==> config.mk <==
export PLATFORM = sky130hd
export DESIGN_NAME = ps2_frame_rx_flat
export DESIGN_NICKNAME = d
export VERILOG_FILES = /design/src/rtl/ps2_frame_rx_if.sv /design/src/rtl/ps2_frame_rx.sv /design/src/flat_wrapper.sv
export SDC_FILE = /design/constraint.sdc
export NUM_CORES = 1
export LEC_CHECK = 0
export CAP_MARGIN = 25
export CORE_MARGIN = 2
export CORE_UTILIZATION = 29
export CTS_CLUSTER_DIAMETER = 60
export DETAILED_ROUTE_END_ITERATION = 12
export PLACE_DENSITY_LB_ADDON = 0.08
export SLEW_MARGIN = 20
export SYNTH_ARGS = -nofsm -noshare
export SYNTH_HDL_FRONTEND = slang
export SYNTH_SLANG_ARGS = --single-unit
==> constraint.sdc <==
create_clock -name clk -period 5.5 [get_ports clk]
set_input_delay 1.1 -clock clk [delete_from_list [all_inputs] [get_ports clk]]
set_output_delay 1.1 -clock clk [all_outputs]
set_load 0.01 [all_outputs]
==> src/rtl/ps2_frame_rx_if.sv <==
// PS/2 receive-path bundle: raw keyboard pins in, validated byte and status strobes out.
interface ps2_frame_rx_if;
    logic       kbd_clk;
    logic       kbd_dat;
    logic [7:0] dout;
    logic       dout_new;
    logic       parity_err;
    logic       frame_err;

    // Pin driver / byte consumer side
    modport master (
        output kbd_clk,
        output kbd_dat,
        input  dout,
        input  dout_new,
        input  parity_err,
        input  frame_err
    );

    // Receiver side
    modport slave (
        input  kbd_clk,
        input  kbd_dat,
        output dout,
        output dout_new,
        output parity_err,
        output frame_err
    );
endinterface

==> src/rtl/ps2_frame_rx.sv <==
// PS/2 device-to-host frame receiver: synchronizes and de-glitches the pins,
// deserializes 11-bit frames and emits one strobe per terminated frame.
module ps2_frame_rx #(
    parameter int FILTER_LEN     = 4,
    parameter int TIMEOUT_CYCLES = 50000
) (
    input  logic          clk,
    input  logic          resetN,
    ps2_frame_rx_if.slave bus
);

    localparam logic [3:0]  FILT_LAST = 4'(FILTER_LEN - 1);
    localparam logic [15:0] TMO_LAST  = 16'(TIMEOUT_CYCLES - 1);

    typedef enum logic [1:0] {
        S_IDLE,
        S_DATA,
        S_PARITY,
        S_STOP
    } state_t;

    // Input conditioning state
    logic [1:0] clk_sync_q, clk_sync_d;
    logic [1:0] dat_sync_q, dat_sync_d;
    logic [3:0] filt_cnt_q, filt_cnt_d;
    logic       clk_filt_q, clk_filt_d;
    logic       clk_filt_dly_q, clk_filt_dly_d;

    logic       fall;
    logic       dat_s;

    // Frame state
    state_t      state_q;
    logic [7:0]  shreg_q;
    logic [2:0]  bit_cnt_q;
    logic        par_q;
    logic [15:0] tmo_cnt_q;
    logic [7:0]  dout_q;
    logic        dout_new_q;
    logic        parity_err_q;
    logic        frame_err_q;

    // Next-state for synchronizers and the clock filter; the filtered clock
    // only follows the synchronized clock after FILTER_LEN differing samples.
    always_comb begin
        clk_sync_d     = {clk_sync_q[0], bus.kbd_clk};
        dat_sync_d     = {dat_sync_q[0], bus.kbd_dat};
        clk_filt_d     = clk_filt_q;
        clk_filt_dly_d = clk_filt_q;
        filt_cnt_d     = '0;
        if (clk_sync_q[1] != clk_filt_q) begin
            if (filt_cnt_q == FILT_LAST) begin
                clk_filt_d = clk_sync_q[1];
            end else begin
                filt_cnt_d = filt_cnt_q + 4'd1;
            end
        end
    end

    // Conditioning registers; idle line level is high so everything resets to 1.
    always_ff @(posedge clk or negedge resetN) begin
        if (!resetN) begin
            clk_sync_q     <= 2'b11;
            dat_sync_q     <= 2'b11;
            filt_cnt_q     <= '0;
            clk_filt_q     <= 1'b1;
            clk_filt_dly_q <= 1'b1;
        end else begin
            clk_sync_q     <= clk_sync_d;
            dat_sync_q     <= dat_sync_d;
            filt_cnt_q     <= filt_cnt_d;
            clk_filt_q     <= clk_filt_d;
            clk_filt_dly_q <= clk_filt_dly_d;
        end
    end

    assign fall  = clk_filt_dly_q & ~clk_filt_q;
    assign dat_s = dat_sync_q[1];

    // Frame FSM with registered byte output and status strobes; a fall in the
    // same cycle as an expiring timeout takes priority and restarts the count.
    always_ff @(posedge clk or negedge resetN) begin
        if (!resetN) begin
            state_q      <= S_IDLE;
            shreg_q      <= '0;
            bit_cnt_q    <= '0;
            par_q        <= 1'b0;
            tmo_cnt_q    <= '0;
            dout_q       <= 8'h00;
            dout_new_q   <= 1'b0;
            parity_err_q <= 1'b0;
            frame_err_q  <= 1'b0;
        end else begin
            dout_new_q   <= 1'b0;
            parity_err_q <= 1'b0;
            frame_err_q  <= 1'b0;
            if (state_q == S_IDLE) begin
                tmo_cnt_q <= '0;
                if (fall && !dat_s) begin
                    state_q   <= S_DATA;
                    bit_cnt_q <= '0;
                end
            end else if (fall) begin
                tmo_cnt_q <= '0;
                if (state_q == S_DATA) begin
                    shreg_q   <= {dat_s, shreg_q[7:1]};
                    bit_cnt_q <= bit_cnt_q + 3'd1;
                    if (bit_cnt_q == 3'd7) begin
                        state_q <= S_PARITY;
                    end
                end else if (state_q == S_PARITY) begin
                    par_q   <= dat_s;
                    state_q <= S_STOP;
                end else begin
                    state_q <= S_IDLE;
                    if (!dat_s) begin
                        frame_err_q <= 1'b1;
                    end else if (!(^{shreg_q, par_q})) begin
                        parity_err_q <= 1'b1;
                    end else begin
                        dout_q     <= shreg_q;
                        dout_new_q <= 1'b1;
                    end
                end
            end else if (tmo_cnt_q == TMO_LAST) begin
                frame_err_q <= 1'b1;
                state_q     <= S_IDLE;
                tmo_cnt_q   <= '0;
            end else begin
                tmo_cnt_q <= tmo_cnt_q + 16'd1;
            end
        end
    end

    assign bus.dout       = dout_q;
    assign bus.dout_new   = dout_new_q;
    assign bus.parity_err = parity_err_q;
    assign bus.frame_err  = frame_err_q;

endmodule

==> src/flat_wrapper.sv <==
// flat-port wrapper written by rule: the top's interface ports become plain ports
module ps2_frame_rx_flat 
#(
    parameter int FILTER_LEN     = 4,
    parameter int TIMEOUT_CYCLES = 50000
)
  (clk, resetN, bus_kbd_clk, bus_kbd_dat, bus_dout, bus_dout_new, bus_parity_err, bus_frame_err);
  ps2_frame_rx_if bus_i ();
  input  logic clk;
  input  logic resetN;
  input wire logic [$bits(bus_i.kbd_clk)-1:0] bus_kbd_clk;
  input wire logic [$bits(bus_i.kbd_dat)-1:0] bus_kbd_dat;
  output wire logic [$bits(bus_i.dout)-1:0] bus_dout;
  output wire logic [$bits(bus_i.dout_new)-1:0] bus_dout_new;
  output wire logic [$bits(bus_i.parity_err)-1:0] bus_parity_err;
  output wire logic [$bits(bus_i.frame_err)-1:0] bus_frame_err;
  assign bus_i.kbd_clk = bus_kbd_clk;
  assign bus_i.kbd_dat = bus_kbd_dat;
  assign bus_dout = bus_i.dout;
  assign bus_dout_new = bus_i.dout_new;
  assign bus_parity_err = bus_i.parity_err;
  assign bus_frame_err = bus_i.frame_err;
  ps2_frame_rx #(.FILTER_LEN(FILTER_LEN), .TIMEOUT_CYCLES(TIMEOUT_CYCLES)) u_core (.clk(clk), .resetN(resetN), .bus(bus_i));
endmodule
---- Word level (Yosys, flattened, before mapping) ----
Index checks and enable logic that the tools add are counted.
cells by class
  $add $sub $neg .......................... 3
  eq/ne operators ......................... 8
  muxes and demuxes ....................... 34
  bitwise operators ....................... 5
  reduce and logical (&&, ||, !) cells .... 13
operators with widths
  kind                                           count
  two-way mux 16 bit                             3
  two-way mux 1 bit                              18
  adder 16 x 1 -> 16 bit, second input constant  1
  == test 16 bit, second input constant          1
  two-way mux 2 bit                              7
  two-way mux 3 bit                              4
  AND reduction 3 bit                            3
  parity 9 bit                                   1
  two-way mux 4 bit                              2
  AND reduction 6 bit                            1
  adder 4 x 1 -> 4 bit, second input constant    1
  == test 4 x 2 -> 1 bit, second input constant  1
  inequality test 4 bit, second input constant   1
  inverter 1 bit                                 4
  AND reduction 4 bit                            1
  nonzero test 2 bit                             2
  adder 3 x 1 -> 3 bit, second input constant    1
  == test 3 bit, second input constant           1
  nonzero test 3 bit                             1
  == test 2 x 1 -> 1 bit, second input constant  1
  == test 2 bit, second input constant           1
  logical NOT 2 bit                              1
  inequality test 2 bit, second input constant   1
  AND reduction 2 bit                            1
  other kinds (4)                                4
word-level totals
  bits in registers ....................... 51
  bits of input ports ..................... 4
  output and inout bits ................... 11
  logic and storage cells ................. 77

---- Logic depth before layout (Yosys ltp) ----
Gate-level depths: netlist of run 1.
  word-level depth ........................ 7
  depth in mapped cells ................... 8
  mapped depth without buffers ............ 6

---- Worst setup path before layout of run 1 ----
OpenSTA, ideal clock, no wires.
  path type ............................... flip-flop to flip-flop
  from .................................... register u_core.tmo_cnt_q[0]
  to ...................................... register u_core.tmo_cnt_q[10]
  setup time .............................. 0.072 ns
  arrival ................................. 1.878 ns
  data required time ...................... 5.428 ns
  path slack .............................. 3.550 ns
  cell stages (with the launch flop) ...... 9
  buffers on the path ..................... 3
  clock period less this slack ............ 1.950 ns
  path through ............................ dfrtp_1 ha_1 and3_1 clkbuf_1 and4_1 or3_1 clkbuf_1 clkbuf_1 nor2_1
between the ends
  longest elaborated chain between the ends .. 4
  elaborated cells between the ends (all ways) .. 5
  those cells by class .................... 1 x add/sub; 1 x eq/ne; 3 x mux
ends and longest elaborated chain
  element                                                   RTL line                                  text
  start, declared                                           ps2_frame_rx.sv:37                        logic [15:0] tmo_cnt_q;
  start signal, assigned                                    ps2_frame_rx.sv:130                       tmo_cnt_q <= tmo_cnt_q + 16'd1;
  adder 16 x 1 -> 16 bit or == test 16 bit (tied branches)  ps2_frame_rx.sv:130, ps2_frame_rx.sv:125
  two-way mux 16 bit *                                      ps2_frame_rx.sv:125                       end else if (tmo_cnt_q == TMO_LAST) begin
  two-way mux 16 bit *                                      ps2_frame_rx.sv:103                       end else if (fall) begin
  two-way mux 16 bit *                                      ps2_frame_rx.sv:97                        if (state_q == S_IDLE) begin
Every way passes the cells marked *; elsewhere a longest branch is shown, timed or not.
A chain may end at the register's enable or synchronous reset.

---- Final worst setup path of run 1 ----
  from .................................... register u_core.dout_q[7] (netlist: u_core.bus.dout[7])
  to ...................................... output bus_dout[7]
RTL lines
  element                 RTL line             text
  start, declared         ps2_frame_rx.sv:38   logic [7:0] dout_q;
  start signal, assigned  ps2_frame_rx.sv:121  dout_q <= shreg_q;
  end, declared           flat_wrapper.sv:13   output wire logic [$bits(bus_i.dout)-1:0] bus_dout;
No word-level cell between the ends.

==> metrics, run 1 <==
area of the die 8630 um2; Reg2Reg Depth 4; clock sink count 51; antenna diode count 0; setup_tns 0 ns; vias per cell 4.54; Synth Flop Type dfrtp_1; WL/cell 13.0 um; status finished clean; core area approximately 7700 um2; first-iteration detailed-routing DRC count about 40; fin worst setup slack roughly 3.2 ns; Post-route DRC 0; skew final 0.0105 ns; CP cell instances clkdlybuf4s50_1; FF/Latch Area 1280 um2; Tot GR Track Use 10.5%; Synthesis Warnings 0; final HPWL from detailed placement 2.82 mm; most numerous cell in the Yosys netlist dfrtp_1; Period Utilization, post-route 42.2%; Routed Antenna Nets 0; Max Cap Viol 0; Critical R2R Capture u_core.state_q[1]; Worst Hold Class flop to flop; combinational group share of total power 37.5%; CTS tree done; hold_sp u_core.clk_sync_q[0]; insertion delay to the later sink of the worst-skew pair roughly 0.30 ns; Cells after Synth 193; Synth area leaders dfrtp_1 (49%), mux2_2 (8.8%), dfstp_2 (6.9%), xnor2_1 (5.4%), ha_1 (3.8%); Final #Nets 220; fmax around 430 MHz; Synth area leader dfrtp_1; DP Cell Count 304; placed inst area 2540 um2; clock share of power 21.0%; CP max stage delay 0.54 ns; unrepaired setup endpoints after global routing false; number of global-route vias before repair 1500; RD Place Congestion ~0.80; design area roughly 2700 um2; number of synthesized flops with an enable pin 0; drt pass-1 iters 4; Filler cells 797; die width 92.9 um; critical path's slowest cell clkdlybuf4s50_1; CTS buffer count 5; Internal between 800 and 900 uW; Post-Place Setup Slack between 3 and 4 ns; layout cell share with drive strength beyond 1 about 17%; #FFs+latches synth a little over 50; post-layout util between 30 and 40%; initial core utilization 29.8%; htree depth 2; Vias 1418; critical path endpoint category primary output; CP startpoint kind flop; Commonest cells post-synth dfrtp_1 (45), nor2_1 (21), mux2_2 (18); P_leak between 1 and 1.5 nW; # rows 32; Worst R2R Setup Slack 3.37 ns; worst r2r src u_core.clk_filt_dly_q; post-synth net total 204; Pwr Density 479 nW/um2; share of the synthesized area in the top cell type between 40% and 50%; die extent in y roughly 93 um; Hold-fix buffers, CTS 0; Final Hold Fails 0; Buffers & Inverters on Critical Path 1; worst-path fanout max 3; final-report setup violation count 0; Reg clk slew, reported paths 0.09 ns; register area share after synthesis 56.0%; deepest clock path buffer count 2; area of the multi-input gates 970 um2; maximum VDD drop roughly 0.00025 V; Sw Ratio 33.8%; arrival time at the worst endpoint ~1.2 ns; Layout Area Growth over Synthesis 15.9%; postcts setup bufs 0; Flop pwr share 41.5%; syn_area_per_cell 11.9 um2; min Tclk post-route 2.32 ns; max-slew violations 0; CTS resizes 0; largest net degree at the start of global routing 52; first-pass GRT wire length 7.24 mm; post-synthesis cell type count 32; gr ovfl total 0; CP delay by family, top buffers and inverters; synthesized area 2290 um2; ys async rst share 100%; Worst slew margin a little under three fifths; I/O pins 15; clock root buffer clkbuf_8; IO buf count 14; Hold EP u_core.clk_sync_q[1]; Worst EP required between 4 and 5 ns; antenna violations before repair 0; kind of critical path flop to primary output; post-route non-filler standard cell count 312; Least-Margin Pin Slew 0.652 ns; Hold Path Cell Cnt 0; P_sw 430 uW; Total Wirelength 4.07 mm
per-layer routing:
layer  track usage (%)  share of wire, %  wire (um)  vias to the layer above
met1              14.8                50       2040                      712
met2              16.2                46       1890                       12
met4              3.43               1.5         60                        0
li1                  -                 -          -                      688
met5                 0                 0          0                        -
met3              2.20               1.9         78                        6
cell usage in the layout, fill, tap and decap left out, types with 7 or more instances in the layout:
cell and instances:
dfrtp_1 45, nor2_1 21, mux2_2 18, xnor2_1 14
nand2_1 13, clkdlybuf4s50_1 13, xor2_1 9, nand3_1 7
o21ai_0 7, ha_1 7
power groups by stage:
stage	combinational (mW)	clock, mW	sequential (mW)
after global placement	0.474	0	0.531
after CTS	0.486	0.280	0.530
after detailed placement	0.483	0	0.538
after floorplan	0.369	0	0.527
after global routing	0.529	0.296	0.545
final	0.477	0.267	0.528
kinds of logic after synthesis:
| family | count (synthesis) | synth area share, % |
|---|---|---|
| AO/OA/AOI/OAI | 15 | 4.10 |
| flip-flops | 51 | 56.0 |
| multiplexers | 18 | 8.85 |
| XOR/XNOR | 24 | 9.83 |
| AND/OR/NAND/NOR | 68 | 15.7 |
| adder cells (fa/ha/maj) | 7 | 3.82 |
| buffers and inverters | 10 | 1.64 |
flip-flops by register name, indices dropped and copies added (netlist names), 2 cells and up:
signal             count
u_core.bit_cnt_q       3
u_core.bus.dout        8
u_core.clk_sync_q      2
u_core.dat_sync_q      2
u_core.state_q         2
u_core.tmo_cnt_q      16
u_core.shreg_q         8
u_core.filt_cnt_q      4
worst max path at each step:
stage | slack [ns] | cells past startpoint | startpoint | to
finish | 3.18 | 1 | u_core.bus.dout[7] | bus_dout[7]
global route | 3.12 | 1 | u_core.bus.dout[7] | bus_dout[7]
CTS | 3.15 | 1 | u_core.bus.dout[7] | bus_dout[7]
detailed placement | 3.38 | 6 | u_core.tmo_cnt_q[0] | u_core.state_q[0]
global placement | 3.43 | 5 | u_core.tmo_cnt_q[11] | u_core.state_q[0]
floorplan | 3.55 | 8 | u_core.tmo_cnt_q[0] | u_core.tmo_cnt_q[10]
metrics by stage:
step           total power, mW  hold WS, ns
5_1_grt                   1.37        0.371
2_1_floorplan            0.895        0.345
3_5_place_dp              1.02        0.347
4_1_cts                   1.30        0.360
6_report                  1.27        0.359
3_3_place_gp              1.00        0.347
final cells by class:
type / count / share of cell area, %
repair buffers: 15 / 5.37
well taps: 102 / 4.80
inverters: 4 / 0.565
clock buffers: 6 / 3.11
multi-input cells: 132 / 36.5
flip-flops and latches: 51 / 48.3
clock inverters: 2 / 1.32
(Power assumes the default switching activity.)
==> run 2: changes to the inputs <==
==> constraint.sdc (replaced) <==
create_clock -name clk -period 2.4 [get_ports clk]
set_input_delay 0.48 -clock clk [delete_from_list [all_inputs] [get_ports clk]]
set_output_delay 0.48 -clock clk [all_outputs]
set_load 0.01 [all_outputs]
==> metrics, run 2 (synthesized netlist as in run 1, its figures left out) <==
status finished clean; Hold-fix buffers, CTS 0; CP max stage delay slightly below 0.6 ns; first-pass GRT wire length 7.65 mm; initial core utilization 29.8%; Total Wirelength 4.30 mm; Reg clk slew, reported paths 0.09 ns; clock sink count 51; max reg flops 16; max-slew violations 0; clock root buffer clkbuf_8; die extent in y 92.9 um; postcts setup bufs 0; gr ovfl total 0; CP cell instances ha_1 > and3_1 > and4_1 > or3_1 > nand2_1 > a22o_1; first-iteration detailed-routing DRC count 59; worst-path fanout max 16; IO buf count 14; Setup crit end u_core.state_q[0]; die width 92.9 um; skew final slightly above 0.009 ns; Tot GR Track Use between 10% and 20%; fmax 480 MHz; Post-route DRC 0; min Tclk post-route 2.08 ns; Worst slew margin slightly below 60%; critical path endpoint category flop; Top Usage Layer GRT met2; largest net degree at the start of global routing 29; # rows 32; met1 Use GR 14.8%; Worst EP required 2.65 ns; CTS resizes 0; post-route non-filler standard cell count about 320; Vias 1435; critical path's slowest cell or3_1; kind of critical path flop to flop; Routed Antenna Nets 0; arrival time at the worst endpoint 2.33 ns; fin worst setup slack about 0.32 ns; met2 Use GR 18.4%; Worst R2R Setup Slack 0.32 ns; unrepaired setup endpoints after global routing false; post-layout util 34.5%; number of global-route vias before repair approximately 1.5k; CTS tree done; layout cell share with drive strength beyond 1 17.4%; Critical R2R Capture u_core.state_q[0]; CP startpoint kind flop; Buffers & Inverters on Critical Path 0; Filler cells 791; I/O pins 15; deepest clock path buffer count 2; Top reg by flops u_core.tmo_cnt_q; WP depth 6; Least-Margin Pin Slew 0.610 ns; antenna violations before repair 0; antenna diode count 0; CTS buffer count 5; maximum VDD drop around 0.00049 V; Setup crit start u_core.tmo_cnt_q[0]; Pwr Density 1070 nW/um2; DP Cell Count 307; Reg2Reg Depth 6; area of the die 8630 um2; vias per cell around 4.6; commonest non-fill, non-tap cell in the layout dfrtp_1; Period Utilization, post-route between 80 and 90%; final-report setup violation count 0; Final Hold Fails 0; Post-Place Setup Slack 0.322 ns; setup_tns 0 ns; met3 Use GR ~3.3%; WL/cell roughly 14 um; drt pass-1 iters 4; final HPWL from detailed placement approximately 3.0 mm; Worst Hold Class input port to async pin; P_leak 1.17 nW; Overall Power 2.83 mW; insertion delay to the later sink of the worst-skew pair approximately 0.30 ns; Max Cap Viol 0; core area 7690 um2; CP delay by family, top simple AND/OR/NAND/NOR gates; htree depth 2; worst r2r src u_core.tmo_cnt_q[0]; Layout Area Growth over Synthesis 15.9%; most frequent cells in the layout dfrtp_1 (45), nor2_1 (21), mux2_2 (18); RD Place Congestion between 0.7 and 0.8; Final #Nets 223
[run 2: power breakdown]
part	total [mW]	internal (mW)	switching, mW
Sequential	1.21	1.06	0.143
Clock	0.477	0.205	0.272
Combinational	1.15	0.560	0.590
Total	2.83	1.83	1.01
[run 2: worst register-to-register path, stage by stage, from the launching register on]
cell     delay [ns]
dfrtp_1        0.41
ha_1           0.23
and3_1         0.25
and4_1         0.22
or3_1          0.59
nand2_1        0.18
a22o_1         0.15
[run 2: routing by layer]
metal	vias to the layer above	part of all wire, %
met5	-	0
met4	0	1.5
met3	5	3.0
met2	14	48
met1	726	47
li1	690	-
[run 2: through the flow]
| step | hold WS (ns) | instance area, um2 |
|---|---|---|
| 4_1_cts | 0.195 | 2660 |
| 5_1_grt | 0.205 | 2660 |
| 2_1_floorplan | 0.184 | 2290 |
| 6_report | 0.178 | 2660 |
| 3_3_place_gp | 0.347 | 2570 |
| 3_5_place_dp | 0.347 | 2570 |
[run 2: final cells by class]
type                       count  area, um2  area share (%)
sequential                    51       1280            48.4
tap                          102        128            4.81
timing repair buffer          18        178            6.69
clock inverter                 1       5.00           0.189
clock buffer                   7       76.3            2.87
inverter                       4       15.0           0.566
multi-input combinational    132        970            36.5
[run 2: worst min-delay path by stage]
stage	slack [ns]	startpoint	depth (start not counted)	end
2_1_floorplan	0.18	resetN	0	u_core.bit_cnt_q[0]
3_3_place_gp	0.35	u_core.clk_sync_q[0]	0	u_core.clk_sync_q[1]
3_5_place_dp	0.35	u_core.clk_sync_q[0]	0	u_core.clk_sync_q[1]
4_1_cts	0.19	resetN	1	u_core.tmo_cnt_q[6]
5_1_grt	0.21	resetN	1	u_core.tmo_cnt_q[6]
6_report	0.18	resetN	1	u_core.tmo_cnt_q[6]
==> run 3: changes to the inputs <==
--- a/config.mk
+++ b/config.mk
@@ -6,7 +6,6 @@
 export NUM_CORES = 1
 export LEC_CHECK = 0
 export CAP_MARGIN = 25
-export CORE_MARGIN = 2
 export CORE_UTILIZATION = 29
 export CTS_CLUSTER_DIAMETER = 60
 export DETAILED_ROUTE_END_ITERATION = 12
==> constraint.sdc (replaced) <==
create_clock -name clk -period 2.7 [get_ports clk]
set_input_delay 0.54 -clock clk [delete_from_list [all_inputs] [get_ports clk]]
set_output_delay 0.54 -clock clk [all_outputs]
set_load 0.01 [all_outputs]
==> metrics, run 3 (synthesized netlist as in run 1, its figures left out) <==
worst r2r src u_core.tmo_cnt_q[0]; final HPWL from detailed placement about 2.9 mm; Post-route DRC 0; die width 90.9 um; final-report setup violation count 0; CTS resizes 0; status finished clean; RD Place Congestion 0.711; Worst R2R Setup Slack about 0.63 ns; Least-Margin Pin Slew approximately 0.67 ns; Routed Antenna Nets 0; insertion delay to the later sink of the worst-skew pair 0.31 ns; Max Cap Viol 0; unrepaired setup endpoints after global routing false; Hold WS 0.260 ns; critical path endpoint category flop; number of global-route vias before repair 1554; vias per cell 4.57; antenna violations before repair 0; DP Cell Count a little over 300; deepest clock path buffer count 2; core area 7690 um2; Post-Place Setup Slack between 0.6 and 0.7 ns; fin worst setup slack 0.626 ns; Hold-fix buffers, CTS 0; max reg flops 16; antenna diode count 0; WL/cell 13.1 um; die extent in y 90.9 um; Worst slew margin 55.5%; fmax 482 MHz; post-layout util about a third; postcts setup bufs 0; htree depth 2; setup_tns 0 ns; IO buf count 14; clock root buffer clkbuf_8; skew final 0.0142 ns; Reg clk slew, reported paths 0.10 ns; Overall Power 2.53 mW; layout cell share with drive strength beyond 1 17.9%; critical path's slowest cell or3_1; largest net degree at the start of global routing 32; post-route non-filler standard cell count 314; max-slew violations 0; # rows 32; initial core utilization just under 30%; P_leak 1.17 nW; Critical R2R Capture u_core.state_q[0]; Period Utilization, post-route between 70% and 80%; CTS buffer count 5; Setup crit start u_core.tmo_cnt_q[0]; I/O pins 15; commonest non-fill, non-tap cell in the layout dfrtp_1; maximum VDD drop 0.000448 V; Worst EP required 2.95 ns; kind of critical path flop to flop; Top reg by flops u_core.tmo_cnt_q; CP startpoint kind flop; CP cell instances ha_1 > and3_1 > and4_1 > or3_1 > nand2_1 > a22o_1; first-iteration detailed-routing DRC count 50; Reg2Reg Depth 6; worst-path fanout max 16; first-pass GRT wire length 7.25 mm; Tot GR Track Use 11.1%; CP delay by family, top simple AND/OR/NAND/NOR gates; Total Wirelength 4.11 mm; design area around 2700 um2; min Tclk post-route between 2 and 2.5 ns; Pwr Density 955 nW/um2; Final Hold Fails 0; gr ovfl total 0; Layout Area Growth over Synthesis 15.8%; Final #Nets 222; clock sink count 51; Worst Hold Class input port to async pin; placed inst area 2550 um2; arrival time at the worst endpoint 2.33 ns; CTS tree done; area of the die 8260 um2; Vias around 1.4k; drt pass-1 iters 4; Buffers & Inverters on Critical Path 0; CP max stage delay 0.58 ns; most frequent cells in the layout dfrtp_1 (45), nor2_1 (21), mux2_2 (18)
## run 3: cell count changes in the layout (fill, tap and decap cells not counted)
cell | before | now
clkinv_4 | 0 | 1
buf_12 | 1 | 0
clkinv_2 | 1 | 0
clkbuf_8 | 5 | 6
clkinvlp_4 | 0 | 1
clkbuf_1 | 2 | 0
## run 3: per-layer routing
metal	track usage, %	vias up	part of all wire (%)
met5	0	-	0
met4	3.97	0	1.6
met3	2.86	6	2.3
met2	17.6	10	46
met1	14.7	720	50
li1	-	698	-
## run 3: worst max path at each step
stage / end / slack [ns] / cells after the start
global route: u_core.state_q[0] / 0.44 / 6
detailed placement: u_core.state_q[0] / 0.62 / 6
floorplan: u_core.tmo_cnt_q[10] / 0.75 / 8
global placement: u_core.state_q[0] / 0.67 / 5
finish: u_core.state_q[0] / 0.63 / 6
CTS: u_core.state_q[0] / 0.61 / 6
## run 3: power by group
| group | internal [mW] | total [mW] | switching [mW] |
|---|---|---|---|
| Clock | 0.210 | 0.465 | 0.255 |
| Combinational | 0.480 | 0.997 | 0.517 |
| Sequential | 0.944 | 1.07 | 0.128 |
## run 3: area by class of cell
type                       instances  area (um2)
sequential                        51        1280
timing repair buffer              17         158
clock inverter                     2        16.3
fill                             791        5030
clock buffer                       6        82.6
inverter                           4        15.0
multi-input combinational        132         970
tap                              102         128
